==> config.mk <==
export PLATFORM = sky130hd
export DESIGN_NAME = iir_biquad_seq_flat
export DESIGN_NICKNAME = d
export VERILOG_FILES = /design/src/rtl/iir_biquad_seq_if.sv /design/src/rtl/iir_biquad_seq.sv /design/src/flat_wrapper.sv
export SDC_FILE = /design/constraint.sdc
export NUM_CORES = 1
export LEC_CHECK = 0
export CAP_MARGIN = 20
export CORE_ASPECT_RATIO = 0.6
export CORE_UTILIZATION = 40
export DETAILED_ROUTE_END_ITERATION = 8
export PLACE_DENSITY = 0.66
export SLEW_MARGIN = 20
export SYNTH_ARGS = -nofsm -noshare
export SYNTH_HDL_FRONTEND = slang
export SYNTH_SLANG_ARGS = --single-unit
==> constraint.sdc <==
create_clock -name clk -period 19.25 [get_ports clk]
set_input_delay 1.925 -clock clk [delete_from_list [all_inputs] [get_ports clk]]
set_output_delay 1.925 -clock clk [all_outputs]
set_load 0.02 [all_outputs]
==> src/rtl/iir_biquad_seq_if.sv <==
// Stream and configuration bundle for the sequential biquad.
// Widths must match the parameters of the attached filter.
interface iir_biquad_seq_if #(
  parameter int DW = 8,
  parameter int CW = 8,
  parameter int OW = 12
);
  logic signed [DW-1:0] in_data;
  logic                 in_valid;
  logic                 in_ready;
  logic signed [OW-1:0] out_data;
  logic                 out_valid;
  logic                 out_ready;
  logic                 out_sat;
  logic                 cfg_we;
  logic [2:0]           cfg_addr;
  logic signed [CW-1:0] cfg_data;
  logic                 state_clr;

  modport master (
    output in_data, in_valid, out_ready,
    output cfg_we, cfg_addr, cfg_data, state_clr,
    input  in_ready, out_data, out_valid, out_sat
  );

  modport slave (
    input  in_data, in_valid, out_ready,
    input  cfg_we, cfg_addr, cfg_data, state_clr,
    output in_ready, out_data, out_valid, out_sat
  );
endinterface

==> src/rtl/iir_biquad_seq.sv <==
// Direct Form I biquad with one multiplier shared over five taps.
// Rounded, saturated output feeds back into the y delay line.
module iir_biquad_seq #(
  parameter int DW   = 8,
  parameter int CW   = 8,
  parameter int FRAC = 6,
  parameter int OW   = 12,
  parameter int ACCW = OW + CW + 3
) (
  input  logic               clk,
  input  logic               rst,
  iir_biquad_seq_if.slave    bus
);

  localparam int PW = OW + CW;
  localparam logic signed [ACCW-1:0] HALF =
    ACCW'(2 ** (FRAC - 1));
  localparam logic signed [CW-1:0] ONE =
    CW'(2 ** FRAC);

  typedef enum logic [1:0] {
    IDLE,
    MAC,
    ROUND,
    OUT
  } state_t;

  state_t r_state;
  state_t w_next;

  logic signed [DW-1:0]   r_x0;
  logic signed [DW-1:0]   r_x1;
  logic signed [DW-1:0]   r_x2;
  logic signed [OW-1:0]   r_y1;
  logic signed [OW-1:0]   r_y2;
  logic signed [CW-1:0]   r_b0;
  logic signed [CW-1:0]   r_b1;
  logic signed [CW-1:0]   r_b2;
  logic signed [CW-1:0]   r_a1;
  logic signed [CW-1:0]   r_a2;
  logic [2:0]             r_k;
  logic signed [ACCW-1:0] r_acc;
  logic signed [OW-1:0]   r_out_data;
  logic                   r_out_sat;

  logic                   w_idle;
  logic                   w_accept;
  logic                   w_cfg;
  logic                   w_clr;
  logic                   w_in_ready;
  logic                   w_out_valid;

  logic signed [OW-1:0]   w_opnd;
  logic signed [CW-1:0]   w_coef;
  logic                   w_neg;
  logic signed [PW-1:0]   w_prod;
  logic signed [ACCW-1:0] w_term;
  logic signed [ACCW-1:0] w_acc_nx;
  logic signed [ACCW-1:0] w_rnd;
  logic signed [ACCW-1:0] w_shr;
  logic [ACCW-OW:0]       w_hi;
  logic                   w_ovf;
  logic signed [OW-1:0]   w_y;

  always_ff @(posedge clk) begin
    if (rst) r_state <= IDLE;
    else     r_state <= w_next;
  end

  always_comb begin
    w_next = r_state;
    unique case (r_state)
      IDLE:  if (bus.in_valid) w_next = MAC;
      MAC:   if (r_k == 3'd4) w_next = ROUND;
      ROUND: w_next = OUT;
      OUT:   if (bus.out_ready) w_next = IDLE;
      default: w_next = IDLE;
    endcase
  end

  always_comb begin
    w_idle      = (r_state == IDLE);
    w_in_ready  = w_idle;
    w_out_valid = (r_state == OUT);
    w_accept    = w_idle && bus.in_valid;
    w_cfg       = w_idle && bus.cfg_we;
    w_clr       = w_idle && bus.state_clr;
  end

  assign bus.in_ready  = w_in_ready;
  assign bus.out_valid = w_out_valid;
  assign bus.out_data  = r_out_data;
  assign bus.out_sat   = r_out_sat;

  // Feedback taps subtract, so the a-coefficients keep their natural sign.
  always_comb begin
    w_opnd = '0;
    w_coef = '0;
    w_neg  = 1'b0;
    case (r_k)
      3'd0: begin w_opnd = OW'(r_x0); w_coef = r_b0; end
      3'd1: begin w_opnd = OW'(r_x1); w_coef = r_b1; end
      3'd2: begin w_opnd = OW'(r_x2); w_coef = r_b2; end
      3'd3: begin
        w_opnd = r_y1;
        w_coef = r_a1;
        w_neg  = 1'b1;
      end
      3'd4: begin
        w_opnd = r_y2;
        w_coef = r_a2;
        w_neg  = 1'b1;
      end
      default: ;
    endcase
  end

  assign w_prod   = w_opnd * w_coef;
  assign w_term   = ACCW'(w_prod);
  assign w_acc_nx = w_neg ? r_acc - w_term
                          : r_acc + w_term;

  // Round half up, then clip anything that will not fit in OW bits.
  assign w_rnd = r_acc + HALF;
  assign w_shr = w_rnd >>> FRAC;
  assign w_hi  = w_shr[ACCW-1:OW-1];
  assign w_ovf = !((&w_hi) || !(|w_hi));

  always_comb begin
    w_y = w_shr[OW-1:0];
    if (w_ovf) begin
      if (w_shr[ACCW-1]) w_y = {1'b1, {(OW-1){1'b0}}};
      else               w_y = {1'b0, {(OW-1){1'b1}}};
    end
  end

  always_ff @(posedge clk) begin
    if (rst) begin
      r_x0       <= '0;
      r_x1       <= '0;
      r_x2       <= '0;
      r_y1       <= '0;
      r_y2       <= '0;
      r_b0       <= ONE;
      r_b1       <= '0;
      r_b2       <= '0;
      r_a1       <= '0;
      r_a2       <= '0;
      r_k        <= '0;
      r_acc      <= '0;
      r_out_data <= '0;
      r_out_sat  <= 1'b0;
    end else begin
      if (w_cfg) begin
        case (bus.cfg_addr)
          3'd0: r_b0 <= bus.cfg_data;
          3'd1: r_b1 <= bus.cfg_data;
          3'd2: r_b2 <= bus.cfg_data;
          3'd3: r_a1 <= bus.cfg_data;
          3'd4: r_a2 <= bus.cfg_data;
          default: ;
        endcase
      end
      if (w_clr) begin
        r_x1 <= '0;
        r_x2 <= '0;
        r_y1 <= '0;
        r_y2 <= '0;
      end
      if (w_accept) begin
        r_x0  <= bus.in_data;
        r_acc <= '0;
        r_k   <= '0;
      end
      if (r_state == MAC) begin
        r_acc <= w_acc_nx;
        r_k   <= r_k + 3'd1;
      end
      if (r_state == ROUND) begin
        r_out_data <= w_y;
        r_out_sat  <= w_ovf;
        r_x2       <= r_x1;
        r_x1       <= r_x0;
        r_y2       <= r_y1;
        r_y1       <= w_y;
      end
    end
  end

endmodule

==> src/flat_wrapper.sv <==
// flat-port wrapper written by rule: the top's interface ports become plain ports
module iir_biquad_seq_flat 
#(
  parameter int DW   = 8,
  parameter int CW   = 8,
  parameter int FRAC = 6,
  parameter int OW   = 12,
  parameter int ACCW = OW + CW + 3
)
  (clk, rst, bus_in_data, bus_in_valid, bus_out_ready, bus_cfg_we, bus_cfg_addr, bus_cfg_data, bus_state_clr, bus_in_ready, bus_out_data, bus_out_valid, bus_out_sat);
  iir_biquad_seq_if #(.DW(DW), .CW(CW), .OW(OW)) bus_i ();
  input  logic clk;
  input  logic rst;
  input wire logic [$bits(bus_i.in_data)-1:0] bus_in_data;
  input wire logic [$bits(bus_i.in_valid)-1:0] bus_in_valid;
  input wire logic [$bits(bus_i.out_ready)-1:0] bus_out_ready;
  input wire logic [$bits(bus_i.cfg_we)-1:0] bus_cfg_we;
  input wire logic [$bits(bus_i.cfg_addr)-1:0] bus_cfg_addr;
  input wire logic [$bits(bus_i.cfg_data)-1:0] bus_cfg_data;
  input wire logic [$bits(bus_i.state_clr)-1:0] bus_state_clr;
  output wire logic [$bits(bus_i.in_ready)-1:0] bus_in_ready;
  output wire logic [$bits(bus_i.out_data)-1:0] bus_out_data;
  output wire logic [$bits(bus_i.out_valid)-1:0] bus_out_valid;
  output wire logic [$bits(bus_i.out_sat)-1:0] bus_out_sat;
  assign bus_i.in_data = bus_in_data;
  assign bus_i.in_valid = bus_in_valid;
  assign bus_i.out_ready = bus_out_ready;
  assign bus_i.cfg_we = bus_cfg_we;
  assign bus_i.cfg_addr = bus_cfg_addr;
  assign bus_i.cfg_data = bus_cfg_data;
  assign bus_i.state_clr = bus_state_clr;
  assign bus_in_ready = bus_i.in_ready;
  assign bus_out_data = bus_i.out_data;
  assign bus_out_valid = bus_i.out_valid;
  assign bus_out_sat = bus_i.out_sat;
  iir_biquad_seq #(.DW(DW), .CW(CW), .FRAC(FRAC), .OW(OW), .ACCW(ACCW)) u_core (.clk(clk), .rst(rst), .bus(bus_i));
endmodule
==> flow_summary.json <==
{
  "outcome": "finished clean",
  "wl_um": 27800,
  "r2r_slack_ns": 10.13,
  "crit_path_start": "u_core.r_k[0]$_SDFFE_PP0P_",
  "io_buffer_count": 39,
  "clockBufferDepth": 2,
  "dp.cells": 1606,
  "grt_usage_pct": 21.8,
  "total_leakage_power_nw": 4.95,
  "r2r-end": "u_core.r_acc[22]$_SDFFE_PP0P_",
  "hold_viol_final": 0,
  "rr_startpoint": "u_core.r_k[0]$_SDFFE_PP0P_",
  "slowest_stage": "and2_1",
  "grt_pass1_vias": 8585,
  "cp-start-kind": "flop",
  "cap_violations": 0,
  "fillCellCount": 2472,
  "slowest_delay_ns": 0.76,
  "crit_type": "flop to flop",
  "timing.fmax_ghz": 0.110,
  "ctsHoldBuffers": 0,
  "cts_buffers": 17,
  "num_antenna_cells": 0,
  "hpwl_um": 21000,
  "post_cts_buffers": 0,
  "die_area_sq_um": 27100,
  "finalNonFillerCells": 1638,
  "netlist_area_sq_um": 10600,
  "cts-resized-gates": 0,
  "syn_to_final_growth_pct": 12.9,
  "grt_pass1_wl_um": 46100,
  "cts.htree.levels": 4,
  "skew_ns": 0.00855,
  "synthArstFlopShare_pct": 0,
  "cts_sinks": 129,
  "setup_viol": 0,
  "rsz0062_at_grt": "false",
  "holdCritStartpoint": "u_core.bus.out_data[10]$_SDFFE_PP0P_",
  "drtIter0Drc": 904,
  "place.gp.congestion": 0.893,
  "register_area_sq_um": 2580,
  "wl_per_cell_um": 17.0,
  "clockRootBuffer": "clkbuf_16",
  "clock_latency_ns": 0.42,
  "initial_core_util_pct": 41.2,
  "tightest_slew_ns": 1.03,
  "fin_nets": 1448,
  "rows": 45,
  "drc": 0,
  "num_io_pins": 40,
  "irDropWorstVdd_uv": 95.6,
  "min_path_cells": 2,
  "die_width_um": 212,
  "synth_ff_type": "dfxtp_1",
  "vias_per_cell": 5.40,
  "syn_avg_cell_area_sq_um": 8.42,
  "min_path_type": "flop to flop",
  "ys_seq_area_share_pct": 24.5,
  "core_area_sq_um": 25600,
  "drive_above_1_share_pct": 6.45,
  "syn_inst": 1254,
  "drt_pass1_iterations": 6,
  "ys_warn_count": 0,
  "period_needed_ns": 9.12,
  "relSlewSlack_pct": 31.1,
  "synth.area.top_cells": "dfxtp_1 (24%), fa_1 (15%), ha_1 (8.2%)",
  "fin_util_pct": 46.5,
  "cp-end-kind": "flop",
  "clk_pin_slew_ns": 0.06,
  "yosysTopAreaCell": "dfxtp_1",
  "reg2reg_depth": 29,
  "hold_end": "u_core.bus.out_data[10]$_SDFFE_PP0P_",
  "critPathMaxFanout": 21,
  "crit_arrival_ns": 9.48,
  "gr-total-overflow": 0,
  "syn_nets": 1429,
  "antenna_left": 0,
  "yosys.area.top_type_share_pct": 24.5,
  "synth.distinct_cells": 72,
  "ys_ff_latch": 129,
  "setup_ws_ns": 10.13,
  "vias": 8839,
  "antenna_found_initial": 0,
  "multiInputGateArea_sq_um": 7260,
  "worstPathRequired_ns": 19.61,
  "post-route-period-util_pct": 47.4,
  "pwr_density_cell_nw_per_um2": 134,
  "fp.dieH_um": 128,
  "maxSlewViolCount": 0,
  "synth-edff-count": 0,
  "grt_max_degree": 69,
  "cts_tree": "built",
  "post-place-ws_ns": 10.37,
  "tns_ns": 0
}
==> metrics by stage <==
step | power, W | area, sq um | hold WS, ns
floorplan | 0.00100 | 10600 | 0.449
global placement | 0.00123 | 11300 | 0.462
detailed placement | 0.00123 | 11300 | 0.460
CTS | 0.00158 | 11900 | 0.481
global route | 0.00171 | 11900 | 0.496
finish | 0.00160 | 11900 | 0.482
==> worst max-delay path by stage <==
stage / end / slack, ns / cells past startpoint
6_report: u_core.r_acc[22]$_SDFFE_PP0P_ / 10.13 / 29
4_1_cts: u_core.r_acc[22]$_SDFFE_PP0P_ / 10.29 / 29
5_1_grt: u_core.r_acc[22]$_SDFFE_PP0P_ / 9.67 / 29
2_1_floorplan: u_core.r_acc[22]$_SDFFE_PP0P_ / 11.13 / 31
3_5_place_dp: u_core.r_acc[22]$_SDFFE_PP0P_ / 10.37 / 29
3_3_place_gp: u_core.r_acc[22]$_SDFFE_PP0P_ / 10.60 / 27
==> layout by cell type, fill, tap and decap left out, drive strengths merged, types with 4 or more instances in the layout <==
| cell type | instances |
|---|---|
| a22oi | 47 |
| o21bai | 4 |
| mux2i | 42 |
| and3 | 6 |
| nand3b | 7 |
| buf | 18 |
| o31ai | 4 |
| a31oi | 7 |
| nor2b | 20 |
| o21ai | 21 |
| ha | 69 |
| nand3 | 15 |
| nand2 | 89 |
| xnor2 | 46 |
| o21a | 22 |
| a221oi | 12 |
| fa | 81 |
| dfxtp | 129 |
| a21o | 12 |
| clkdlybuf4s50 | 38 |
| clkbuf | 20 |
| o22ai | 4 |
| a222oi | 10 |
| xor2 | 24 |
| a211o | 4 |
| nor2 | 214 |
| or2 | 11 |
| or3 | 6 |
| nand2b | 21 |
| and2 | 5 |
| a211oi | 5 |
| inv | 139 |
| a21oi | 70 |
| bufinv | 4 |
| nor3 | 14 |
==> power by group <==
group	internal (W)	switching, W
combinational	0.000351	0.000547
clock	0.000217	0.000126
sequential	0.000305	0.0000505
total	0.000874	0.000723
==> worst max-delay path: cells and delay by family (launching register included) <==
family,cells,cell delay (ns)
buffers and inverters,4,0.30
and+or+nand+nor,7,2.40
DFF,1,0.33
xor gates and xnor gates,2,0.50
AOI/OAI and AO/OA,9,2.45
adders and majority gates,7,3.07
==> state kept, by name, summed over array words and instances, names as in the netlist <==
signal               count
u_core.r_acc            23
u_core.bus.out_data     12
u_core.r_y1             12
u_core.r_y2             12
u_core.r_a1              8
u_core.r_a2              8
u_core.r_b0              8
u_core.r_b1              8
u_core.r_b2              8
u_core.r_x0              8
u_core.r_x1              8
u_core.r_x2              8
u_core.r_k               3
u_core.r_state           2
u_core.bus.out_sat       1
==> synthesized netlist by cell type, drive strengths merged (2+ instances only) <==
cell / number
a22oi: 47
buf: 4
a21o: 12
nand3: 15
a311oi: 2
ha: 69
nand2b: 21
nor3b: 3
o41ai: 2
nor3: 14
o21ai: 21
a21boi: 3
and2: 5
nand3b: 7
a41oi: 3
a31oi: 7
clkbuf: 52
fa: 81
or3: 6
dfxtp: 129
a211o: 4
o21bai: 4
xnor2: 46
and3: 6
mux2i: 42
xor2: 24
nor2b: 20
a21oi: 70
o22ai: 4
nand4: 3
or2: 11
a222oi: 10
nor4b: 2
o2111ai: 2
nor2: 214
inv: 136
nor4: 3
o31ai: 4
a221oi: 12
nand2: 89
mux2: 3
o21a: 22
a32oi: 3
a211oi: 5
==> area by class of cell <==
class | count | area share, %
multi-input cells | 933 | 60.9
flip-flops and latches | 129 | 21.7
inverters | 136 | 4.28
repair buffers | 56 | 4.32
well taps | 352 | 3.69
clock inverters | 12 | 1.50
clock buffers | 20 | 3.66
==> cell families (layout without fill, tap and decap cells) <==
family / count (synthesis) / in the layout / synth area share, %
AO/OA/AOI/OAI: 244 / 244 / 16.6
buffers and inverters: 192 / 224 / 6.86
AND/OR/NAND/NOR: 424 / 424 / 18.2
multiplexers: 45 / 45 / 4.42
XOR/XNOR: 70 / 70 / 5.98
flip-flops: 129 / 129 / 24.5
adder cells (fa/ha/maj): 150 / 150 / 23.5
==> layer usage <==
layer	vias to the layer above	share of wire, %	global-route usage [%]
met1	4249	51	33.5
met3	21	8.8	6.39
met4	0	0.57	3.67
met2	325	39	29.7
met5	-	0	0
li1	4244	-	-
No activity file was read; power rests on OpenSTA's default activity.
